<file path="config.mk">
export PLATFORM = sky130hd
export DESIGN_NAME = edge_pulser
export DESIGN_NICKNAME = d
export VERILOG_FILES = /design/src/rtl/edge_pulser_pkg.sv /design/src/rtl/edge_pulser_chan.sv /design/src/rtl/edge_pulser.sv
export SDC_FILE = /design/constraint.sdc
export NUM_CORES = 1
export LEC_CHECK = 0
export ABC_AREA = 1
export CORE_MARGIN = 5
export CORE_UTILIZATION = 53
export DETAILED_ROUTE_END_ITERATION = 6
export DONT_BUFFER_PORTS = 1
export HOLD_SLACK_MARGIN = 0.03
export PLACE_DENSITY = 0.7
export SYNTH_ARGS = -nofsm -noshare
export SYNTH_HDL_FRONTEND = slang
export SYNTH_SLANG_ARGS = --single-unit
</file>
<file path="constraint.sdc">
create_clock -name clk -period 1.75 [get_ports clk]
set_input_delay 0.35 -clock clk [delete_from_list [all_inputs] [get_ports clk]]
set_output_delay 0.35 -clock clk [all_outputs]
set_load 0.01 [all_outputs]
</file>
<file path="src/rtl/edge_pulser_pkg.sv">
// edge_pulser shared definitions.
// Edge-select encodings, channel states and counter sizing.
package edge_pulser_pkg;

    localparam logic [1:0] EP_RISE = 2'b00;
    localparam logic [1:0] EP_FALL = 2'b01;
    localparam logic [1:0] EP_BOTH = 2'b10;
    localparam logic [1:0] EP_NONE = 2'b11;

    typedef enum logic {
        CH_IDLE   = 1'b0,
        CH_ACTIVE = 1'b1
    } chan_state_e;

    // Bits needed to hold a count of 0..pulse_len.
    function automatic int cnt_w(input int pulse_len);
        return $clog2(pulse_len + 1);
    endfunction

endpackage

</file>
<file path="src/rtl/edge_pulser_chan.sv">
// edge_pulser single channel.
// Edge detect, qualify, and pulse-width counter.
module edge_pulser_chan
    import edge_pulser_pkg::*;
#(
    parameter int PULSE_LEN = 2,
    parameter int RETRIG    = 1
) (
    input  logic       clk,
    input  logic       rst_n,
    input  logic       armed,
    input  logic       lvl,
    input  logic       en,
    input  logic [1:0] mode,
    output logic       pulse_d,
    output logic       pulse
);

    localparam int CW = cnt_w(PULSE_LEN);
    localparam logic [CW-1:0] LOAD = CW'(PULSE_LEN);
    localparam logic [CW-1:0] ONE  = CW'(1);

    chan_state_e   state_q, state_d;
    logic [CW-1:0] cnt_q, cnt_d;
    logic          prev_q, prev_d;
    logic          out_q, out_d;
    logic          rise, fall, sel, hit;

    // Select the requested edge type and qualify it.
    always_comb begin
        rise = lvl & ~prev_q;
        fall = ~lvl & prev_q;
        sel  = 1'b0;
        unique case (mode)
            EP_RISE: sel = rise;
            EP_FALL: sel = fall;
            EP_BOTH: sel = rise | fall;
            default: sel = 1'b0;
        endcase
        hit    = armed & en & sel;
        prev_d = lvl;
    end

    // Next state: load on an edge, count down while active.
    always_comb begin
        state_d = state_q;
        cnt_d   = cnt_q;
        unique case (state_q)
            CH_IDLE: begin
                if (hit) begin
                    cnt_d   = LOAD;
                    state_d = CH_ACTIVE;
                end
            end
            CH_ACTIVE: begin
                if (hit && (RETRIG != 0)) begin
                    cnt_d = LOAD;
                end else begin
                    cnt_d = cnt_q - ONE;
                    if (cnt_q == ONE) begin
                        state_d = CH_IDLE;
                    end
                end
            end
        endcase
        out_d = (state_d == CH_ACTIVE);
    end

    // Channel state registers.
    always_ff @(posedge clk or negedge rst_n) begin
        if (!rst_n) begin
            state_q <= CH_IDLE;
            cnt_q   <= '0;
            prev_q  <= 1'b0;
            out_q   <= 1'b0;
        end else begin
            state_q <= state_d;
            cnt_q   <= cnt_d;
            prev_q  <= prev_d;
            out_q   <= out_d;
        end
    end

    assign pulse_d = out_d;
    assign pulse   = out_q;

endmodule

</file>
<file path="src/rtl/edge_pulser.sv">
// edge_pulser top level.
// Per-channel pulse generators plus shared arm flag and OR output.
module edge_pulser
    import edge_pulser_pkg::*;
#(
    parameter int CHANNELS  = 4,
    parameter int PULSE_LEN = 2,
    parameter int RETRIG    = 1
) (
    input  logic                clk,
    input  logic                rst_n,
    input  logic [CHANNELS-1:0] in,
    input  logic [CHANNELS-1:0] en,
    input  logic [1:0]          mode,
    output logic [CHANNELS-1:0] out,
    output logic                any
);

    if (PULSE_LEN < 1) begin : g_bad_len
        $error("edge_pulser: PULSE_LEN must be >= 1");
    end

    if (CHANNELS < 1) begin : g_bad_ch
        $error("edge_pulser: CHANNELS must be >= 1");
    end

    logic                armed_q, armed_d;
    logic                any_q, any_d;
    logic [CHANNELS-1:0] out_nxt;

    for (genvar i = 0; i < CHANNELS; i++) begin : g_ch
        edge_pulser_chan #(
            .PULSE_LEN (PULSE_LEN),
            .RETRIG    (RETRIG)
        ) u_chan (
            .clk     (clk),
            .rst_n   (rst_n),
            .armed   (armed_q),
            .lvl     (in[i]),
            .en      (en[i]),
            .mode    (mode),
            .pulse_d (out_nxt[i]),
            .pulse   (out[i])
        );
    end

    // First edge after reset only captures inputs; detection starts after.
    always_comb begin
        armed_d = 1'b1;
        any_d   = |out_nxt;
    end

    // Shared registers.
    always_ff @(posedge clk or negedge rst_n) begin
        if (!rst_n) begin
            armed_q <= 1'b0;
            any_q   <= 1'b0;
        end else begin
            armed_q <= armed_d;
            any_q   <= any_d;
        end
    end

    assign any = any_q;

endmodule

</file>
==> flow_summary.json <==
{
  "ctsHtreeMaxLevel": 1,
  "vdd_ir_drop_max_mv": 0.8195,
  "dieWidth_um": 53.60,
  "drive_gt1_frac": 0.09091,
  "cts_root_buffer": "clkbuf_4",
  "ff2ff_path_depth": 7,
  "gp_congestion": 0.7474,
  "dp.final_hpwl_um": 1265,
  "post_cts_resized": 0,
  "grt_pass1_wl_um": 2898,
  "crit_required_ps": 1940,
  "whs_ps": 75.36,
  "cts_tree": "built",
  "min_path_type": "input pin to flop",
  "fin_crit_ps": 1261,
  "vias_per_cell": 4.719,
  "placedCellCount": 130,
  "crit_path_end": "any",
  "fmax_mhz": 793.1,
  "synth_fp_nets": 133,
  "path_clk_slew_ps": 100,
  "max_stage_delay_ps": 400,
  "critPathTopFamily": "simple AND/OR/NAND/NOR gates",
  "grt_max_degree": 19,
  "core_mm2": 0.001764,
  "drc": 0,
  "yosys_register_bits": 18,
  "slowest_stage": "dfrtp_1",
  "end_kind": "flop",
  "r2r_slack_ps": 490,
  "leakagePower_nw": 0.5928,
  "max_slew_margin": 0.4792,
  "rsz0062_at_grt": "no",
  "maxCapViolations": 0,
  "crit_start": "g_ch[0].u_chan.prev_q",
  "clk_latency_ps": 290,
  "worstMarginPinSlew_ps": 778.6,
  "fin_util": 0.5979,
  "insertedDiodeCount": 0,
  "crit_fanout": 2,
  "drt_iter0_drc": 2,
  "period_share": 0.7205,
  "ios": 17,
  "wl_per_cell_um": 11.62,
  "grt_usage": 0.1427,
  "syn_to_final_growth_pct": 4.720,
  "reg2reg_to": "any",
  "r2r-start": "g_ch[0].u_chan.prev_q",
  "worst-setup-path-type": "flop to flop",
  "p_per_area_mw_per_mm2": 1363,
  "path_buf_inv": 0,
  "dr.pass1.iters": 3,
  "ant_nets": 0,
  "path_cells": "ha_1 > nand3b_1 > nand3_2 > nand2_2 > nand2_2 > nor2_1 > nand2_1",
  "critical_path_depth": 7,
  "grt_pass1_vias": 710,
  "yosys_warnings": 0,
  "finalSetupViolCount": 0,
  "path_common_cell": "nand2_2",
  "finalSetupTns_ps": 0,
  "portBuffers": 0,
  "skew_ps": 1.955,
  "clk_path_buf_depth": 2,
  "grt_overflow": 0,
  "outcome": "complete, no violations",
  "wirelength_um": 1569,
  "synth_area_per_cell_um2": 9.241,
  "synth-seq-area-share": 0.4472,
  "synth_area_mm2": 0.001007,
  "power_mw": 1.437,
  "hold_viol": 0,
  "cp.arrival_ps": 1450,
  "initial_core_util": 0.5709,
  "critPathLaunchType": "flop",
  "die_height_um": 53.60,
  "nets": 135,
  "rows": 15,
  "vias": 637,
  "synthCells": 109,
  "yosysUniqueCellTypes": 15,
  "numCtsBuffers": 3,
  "drv_slew": 0,
  "layout.cells.non_filler": 135,
  "die-area_mm2": 0.002872,
  "cts_sinks": 18,
  "antenna_found_initial": 0
}
==> placed cells by master (no fill, tap or decap) <==
master         netlist  routed
conb_1               1       1
ha_1                12      12
clkbuf_8             0       1
nor2_1               3       3
a21oi_1              4       4
mux2i_1              3       3
nand2_1             22      22
dfrtp_1             18      18
o211ai_1             1       1
xnor2_1              4       4
nand2_2              3       3
clkbuf_4             0       3
nand3b_1             4       4
nand3_1              5       5
inv_1               22      22
dlygate4sd3_1        0       1
nand3_2              3       3
==> worst register-to-register path: stages (launching register included) <==
cell	delay, ps
dfrtp_1	400
ha_1	270
nand3b_1	110
nand3_2	80
nand2_2	80
nand2_2	50
nor2_1	120
nand2_1	60
==> flip-flops by register name (all words and copies together), names as in the netlist <==
signal / flops
any: 1
g_ch.u_chan.prev_q: 4
armed_q: 1
g_ch.u_chan.cnt_q: 8
g_ch.u_chan.state_q: 4
==> metrics by stage <==
step	setup WS (ps)	cell area (µm²)
final	489.1	1055
after global routing	355.4	1055
after CTS	463.9	1055
after detailed placement	467.4	1008
after global placement	476.0	1008
after floorplan	587.3	1007
==> metal layers <==
metal | wire, µm | up-vias | GRT usage
met2 | 812 | 8 | 0.2571
met5 | 0 | - | 0
met1 | 662 | 291 | 0.1511
met4 | 14 | 0 | 0.06383
met3 | 79 | 2 | 0.04432
li1 | - | 336 | -
==> timing repair <==
item                       in CTS  in global routing
setup buffers                   0                  0
setup endpoints to repair       0                  0
hold buffers                    1                  0
hold endpoints to repair       18                  0
==> kinds of logic after synthesis <==
kind of cell	count (synthesis)	share of synthesized area
AND/OR/NAND/NOR	40	0.1963
buffers and inverters	26	0.1118
flip-flops	18	0.4472
adder cells (fa/ha/maj)	12	0.1491
AO/OA/AOI/OAI	5	0.02733
XOR/XNOR	4	0.03478
multiplexers	3	0.02981
other	1	0.003723
==> worst min path at each step <==
stage	start	to	slack, ps	cells after the start
3_3_place_gp	rst_n	g_ch[1].u_chan.prev_q	50	0
3_5_place_dp	rst_n	g_ch[1].u_chan.prev_q	50	0
2_1_floorplan	rst_n	any	50	0
4_1_cts	in[2]	g_ch[2].u_chan.prev_q	60	0
5_1_grt	in[1]	g_ch[1].u_chan.prev_q	50	0
6_report	in[3]	g_ch[3].u_chan.prev_q	80	0
==> cells in the mapped netlist (all sizes together) <==
cell type | instances | area share
nand2 | 25 | 0.10
dfrtp | 18 | 0.45
a21oi | 4 | 0.020
o211ai | 1 | 0.0075
nor2 | 3 | 0.011
mux2i | 3 | 0.030
buf | 4 | 0.030
nand3b | 4 | 0.030
nand3 | 8 | 0.055
conb | 1 | 0.0037
xnor2 | 4 | 0.035
ha | 12 | 0.15
inv | 22 | 0.082
==> area by class of cell <==
class                           count  area, µm²
Fill cell                         173      709.4
Sequential cell                    18      450.4
Multi-Input combinational cell     65      444.2
Inverter                           22      82.58
Clock buffer                        4      36.28
Tap cell                           25      31.28
Timing Repair Buffer                1      10.01
==> where the power goes <==
group	internal, mW	total [mW]	switching [mW]	leakage [nW]
clock network	0.127	0.256	0.129	0.0210
registers	0.576	0.734	0.158	0.214
logic	0.226	0.447	0.221	0.358
total	0.929	1.44	0.508	0.593
(Power assumes the default switching activity.)
